### config.mk
export PLATFORM = sky130hd
export DESIGN_NAME = rotate_check
export DESIGN_NICKNAME = d
export VERILOG_FILES = /design/src/rtl/rotate_check.sv
export SDC_FILE = /design/constraint.sdc
export NUM_CORES = 1
export LEC_CHECK = 0
export ABC_CLOCK_PERIOD_IN_PS = 5700
export CORE_UTILIZATION = 50
export DETAILED_ROUTE_END_ITERATION = 16
export GPL_TIMING_DRIVEN = 1
export PLACE_DENSITY = 0.81
export SLEW_MARGIN = 10
export SYNTH_ARGS = -nofsm -noshare
export SYNTH_HDL_FRONTEND = slang
export SYNTH_SLANG_ARGS = --single-unit
export TNS_END_PERCENT = 100
### constraint.sdc
create_clock -name i_clk -period 5.7 [get_ports i_clk]
set_input_delay 1.71 -clock i_clk [delete_from_list [all_inputs] [get_ports i_clk]]
set_output_delay 1.71 -clock i_clk [all_outputs]
set_load 0.01 [all_outputs]
### src/rtl/rotate_check.sv
// Rotates a 4x4 piece mask and validates it against the board one row per cycle,
// trying column kicks 0, -1, +1 before rejecting.
module rotate_check #(
    parameter int COLS = 10,
    parameter int ROWS = 20
) (
    input  logic            i_clk,
    input  logic            i_rst,
    input  logic            i_req,
    input  logic [0:15]     i_float,
    input  logic            i_direction,
    input  logic [4:0]      i_pos_x,
    input  logic [4:0]      i_pos_y,
    output logic [4:0]      o_board_row_addr,
    input  logic [0:COLS-1] i_board_row,
    output logic            o_busy,
    output logic            o_done,
    output logic            o_ok,
    output logic [0:15]     o_out_float,
    output logic [4:0]      o_out_x
);

    typedef enum logic [1:0] {
        S_IDLE,
        S_CHECK,
        S_DONE
    } state_t;

    state_t      r_state;
    logic [0:15] r_rot;
    logic [0:15] r_float;
    logic [4:0]  r_pos_x;
    logic [4:0]  r_pos_y;
    logic [1:0]  r_k;
    logic [1:0]  r_r;

    logic [0:15]       w_rot_cw;
    logic [0:15]       w_rot_ccw;
    logic signed [5:0] w_kick;
    logic signed [5:0] w_x;
    logic [0:3]        w_nibble;
    logic [4:0]        w_addr;
    logic              w_collide;

    for (genvar gi = 0; gi < 4; gi++) begin : g_row
        for (genvar gj = 0; gj < 4; gj++) begin : g_col
            assign w_rot_cw[gi*4+gj]  = i_float[gj*4+3-gi];
            assign w_rot_ccw[gi*4+gj] = i_float[(3-gj)*4+gi];
        end
    end

    always_comb begin
        case (r_k)
            2'd1:    w_kick = -6'sd1;
            2'd2:    w_kick = 6'sd1;
            default: w_kick = 6'sd0;
        endcase
    end

    assign w_x      = $signed({r_pos_x[4], r_pos_x}) + w_kick;
    assign w_nibble = r_rot[{r_r, 2'b00} +: 4];
    assign w_addr   = r_pos_y + {3'b000, r_r};

    assign o_board_row_addr = (r_state == S_CHECK) ? w_addr : 5'd0;

    // A set mask bit collides off either side, below the board, or on an occupied cell.
    always_comb begin
        w_collide = 1'b0;
        if (int'(w_addr) >= ROWS && (|w_nibble)) begin
            w_collide = 1'b1;
        end
        for (int j = 0; j < 4; j++) begin
            if (w_nibble[j]) begin
                if (int'(w_x) + j < 0 || int'(w_x) + j >= COLS) begin
                    w_collide = 1'b1;
                end
                for (int c = 0; c < COLS; c++) begin
                    if (int'(w_x) + j == c && i_board_row[c]) begin
                        w_collide = 1'b1;
                    end
                end
            end
        end
    end

    always_ff @(posedge i_clk or posedge i_rst) begin
        if (i_rst) begin
            r_state     <= S_IDLE;
            r_rot       <= '0;
            r_float     <= '0;
            r_pos_x     <= '0;
            r_pos_y     <= '0;
            r_k         <= '0;
            r_r         <= '0;
            o_busy      <= 1'b0;
            o_done      <= 1'b0;
            o_ok        <= 1'b0;
            o_out_float <= '0;
            o_out_x     <= '0;
        end else begin
            o_done <= 1'b0;
            case (r_state)
                S_IDLE: begin
                    if (i_req) begin
                        r_rot   <= i_direction ? w_rot_ccw : w_rot_cw;
                        r_float <= i_float;
                        r_pos_x <= i_pos_x;
                        r_pos_y <= i_pos_y;
                        r_k     <= 2'd0;
                        r_r     <= 2'd0;
                        o_busy  <= 1'b1;
                        r_state <= S_CHECK;
                    end
                end
                S_CHECK: begin
                    if (!w_collide) begin
                        if (r_r == 2'd3) begin
                            o_ok        <= 1'b1;
                            o_out_float <= r_rot;
                            o_out_x     <= w_x[4:0];
                            o_done      <= 1'b1;
                            r_state     <= S_DONE;
                        end else begin
                            r_r <= r_r + 2'd1;
                        end
                    end else if (r_k == 2'd2) begin
                        o_ok        <= 1'b0;
                        o_out_float <= r_float;
                        o_out_x     <= r_pos_x;
                        o_done      <= 1'b1;
                        r_state     <= S_DONE;
                    end else begin
                        r_k <= r_k + 2'd1;
                        r_r <= 2'd0;
                    end
                end
                S_DONE: begin
                    o_busy  <= 1'b0;
                    r_state <= S_IDLE;
                end
                default: r_state <= S_IDLE;
            endcase
        end
    end

endmodule

==> summary.txt <==
Setup path
  • Largest stage delay, worst path: about 780 ps
  • Crit path cell chain: inv_1, ha_1, inv_1, ha_1, ha_1, a21oi_1, xor2_1, ha_1, nand2_1, a221oi_1, o22ai_1, a31oi_1, nor3_1, nor4b_4, buf_4, a211o_1, a211oi_1
  • Crit path DAT: just over 5000 ps
  • CP Max Fanout: 25
  • Worst EP required: 5880 ps
  • Startpoint Class: flop
  • Crit path max-delay family: compound AO/OA/AOI/OAI gates
  • Most frequent CP cell: ha_1
  • Critical Setup Path Class: flop to flop
  • Buffers and inverters on the worst path: 3
  • Crit. End Element: flop
  • CP max stage cell: a211o_1

Synthesis
  • Synth area leader: dfrtp_1
  • Most common cell in the netlist: nand2_1
  • Post-synthesis sequential area ratio: 37.2%
  • Mean post-synth cell area: a little under 9 sq um
  • Async S/R FF share, synth: 100%
  • EDFF count, synth: 0
  • Distinct cells, synth: 70
  • Synth top area share: between 30% and 40%
  • Synth area leaders: dfrtp_1, nand2_1, ha_1
  • Yosys synthesis warning count: 0
  • Top cells by count, synth: nand2_1, dfrtp_1, a21oi_1
  • Top FF cell, synth: dfrtp_1
  • Syn_nets: 608
  • Seq cells post-synth: 72
  • Cell count after synthesis: roughly 550
  • Syn Std Cell Area: just under 5000 sq um

Layout
  • Area delta synth->final: 18.8%
  • Nets: about 650
  • FILL cells: between 700 and 800
  • Share of layout cells above drive strength 1: about 7.4%
  • Ant diodes: 0

Global routing
  • Largest net degree at the start of global routing: 64
  • Initial antenna violation count: 0
  • Total track usage: 27.7%
  • First-pass GRT wire length: 21,800 um
  • Total gr overflow: 0
  • Vias in the first global route: about 4,300

Timing
  • Setup ws final: approximately 800 ps
  • Tmin final: 4900 ps
  • RSZ-0062 raised after global routing: false
  • Rel. slew slack: about a quarter
  • Fin. Hold Viols: 0
  • Tcrit/Tclk final: a little under nine tenths
  • Fmax: ~0.2 GHz
  • Worst-Margin Slew: roughly 1100 ps
  • Clock skew: roughly 8.3 ps
  • TNS Setup: 0 ps
  • Max Slew Vio Count: 0
  • Final Setup Violations: 0

Clock tree
  • Num CTS Buffers: 9
  • Insertion delay to the later sink of the worst-skew pair: 340 ps
  • H-Tree Level Count: 3
  • Post-CTS Resized: 0
  • Post-CTS setup buffer count: 0
  • Root buffer cell: clkbuf_8
  • Hold_buf cts: 0
  • Clock slew at reported path FFs: approximately 80 ps
  • Clock Sinks: 72
  • CTS tree: yes
  • Longest Clk Path Bufs: 2

Placed design
  • Placement Setup Slack: 855 ps
  • Hpwl dp: around 9300 um
  • PortBufs: 68
  • Routability cong.: approximately 0.91

Detailed routing
  • Post-DR vias/cell: approximately 6.3
  • Drc violations: 0
  • First-pass DRT Iterations: 5
  • Total number of vias: 4,565
  • Total Wirelength: roughly 13,000 um
  • DR iter-0 viols: about 320
  • Average wire per cell in the routed design: 18.5 um
  • ANT nets after route: 0

Flow run
  • MaxCap Viol Count: 0

Floorplanning
  • Die area: just over 10,000 sq um
  • DIE HEIGHT: ~100 um
  • Starting Density: between 50 and 60%
  • DIE WIDTH: 100 um
  • Rows: 35
  • Core Box Area: just over 9000 sq um
  • IO Pins: about 70

Status
  • Status: completed

Hold path
  • Hold Path Class: flop to flop
==> registers in the layout (all words and copies together) (netlist names) <==
name	flops
o_busy	1
o_done	1
o_ok	1
o_out_float	16
o_out_x	5
r_float	16
r_k	2
r_pos_x	5
r_pos_y	5
r_r	2
r_rot	16
r_state	2
==> path summary, 6_finish.rpt <==
kind | cells after the start | slack [ps] | from | endpoint
max in group asynchronous | 3 | 2880 | i_rst | r_rot[3]
worst min-delay path | 2 | 480 | r_float[3] | r_float[3]
worst max register to register | 17 | 800 | r_k[0] | o_out_float[12]
worst max-delay path | 17 | 800 | r_k[0] | o_out_float[12]
worst min register to register | 2 | 480 | r_float[3] | r_float[3]
min in group asynchronous | 2 | 1900 | i_rst | r_float[9]
==> layout make-up <==
cell class              count  area, sq um  area share (%)
clock buffers              11          141            2.46
clock inverters             5         78.8            1.37
inverters                  17         63.8            1.11
multi-input cells         411         2760            48.0
flip-flops and latches     72         1800            31.3
well taps                 129          161            2.80
repair buffers             77          748            13.0
==> through the flow <==
stage	hold WS [ps]	area (sq um)	cells	util, %
after floorplan	441	4840	549	-
after global placement	455	5540	706	59.3
after detailed placement	458	5540	706	59.3
after CTS	476	5760	722	61.7
after global routing	508	5760	722	61.7
final	479	5760	722	61.7
==> cells in the final DEF (no fill, tap or decap), types with 3 or more instances in the layout <==
master and count:
a2111oi_0 22, a211oi_1 20, a21boi_0 3, a21oi_1 31, a221oi_1 5, a22oi_1 11, a31oi_1 3, and2_1 4
buf_4 9, clkbuf_8 10, clkdlybuf4s50_1 68, dfrtp_1 72, ha_1 18, inv_1 16, mux2i_1 16, mux4_2 4
nand2_1 112, nand2b_1 5, nand3_1 10, nand4_1 3, nor2_1 9, nor2b_1 3, nor3_1 25, nor3_2 5
o211ai_1 6, o21a_1 3, o21ai_0 23, o311ai_0 3, o31ai_1 3, or3_1 4, xnor2_1 5, xor2_1 3
==> per-layer routing <==
layer / track usage, % / vias up / part of all wire (%) / routed length, um
met5: 0 / - / 0 / 0
met4: 12.6 / 0 / 2.5 / 338
met3: 3.41 / 33 / 6.1 / 820
met2: 43.8 / 215 / 47 / 6340
met1: 38.2 / 2198 / 44 / 5870
li1: - / 2119 / - / -
==> worst min-delay path, delay by kind of cell (launching register included) <==
| kind | cells | cell delay [ps] |
|---|---|---|
| flip-flops | 1 | 350 |
| AND/OR/NAND/NOR | 2 | 100 |
==> kinds of logic (layout without fill, tap and decap cells) <==
family | Yosys count | count (layout) | synth area share (%)
mux | 21 | 21 | 5.40
xor+xnor | 8 | 8 | 1.45
fa+ha+maj | 19 | 19 | 5.06
compound gates | 165 | 165 | 24.7
simple gates | 198 | 198 | 20.1
flops | 72 | 72 | 37.2
buf+inv | 66 | 110 | 6.17
Power is left out: the tool's default activity adds up to more than one toggle a clock period on the data nets, which glitch-free logic cannot reach.
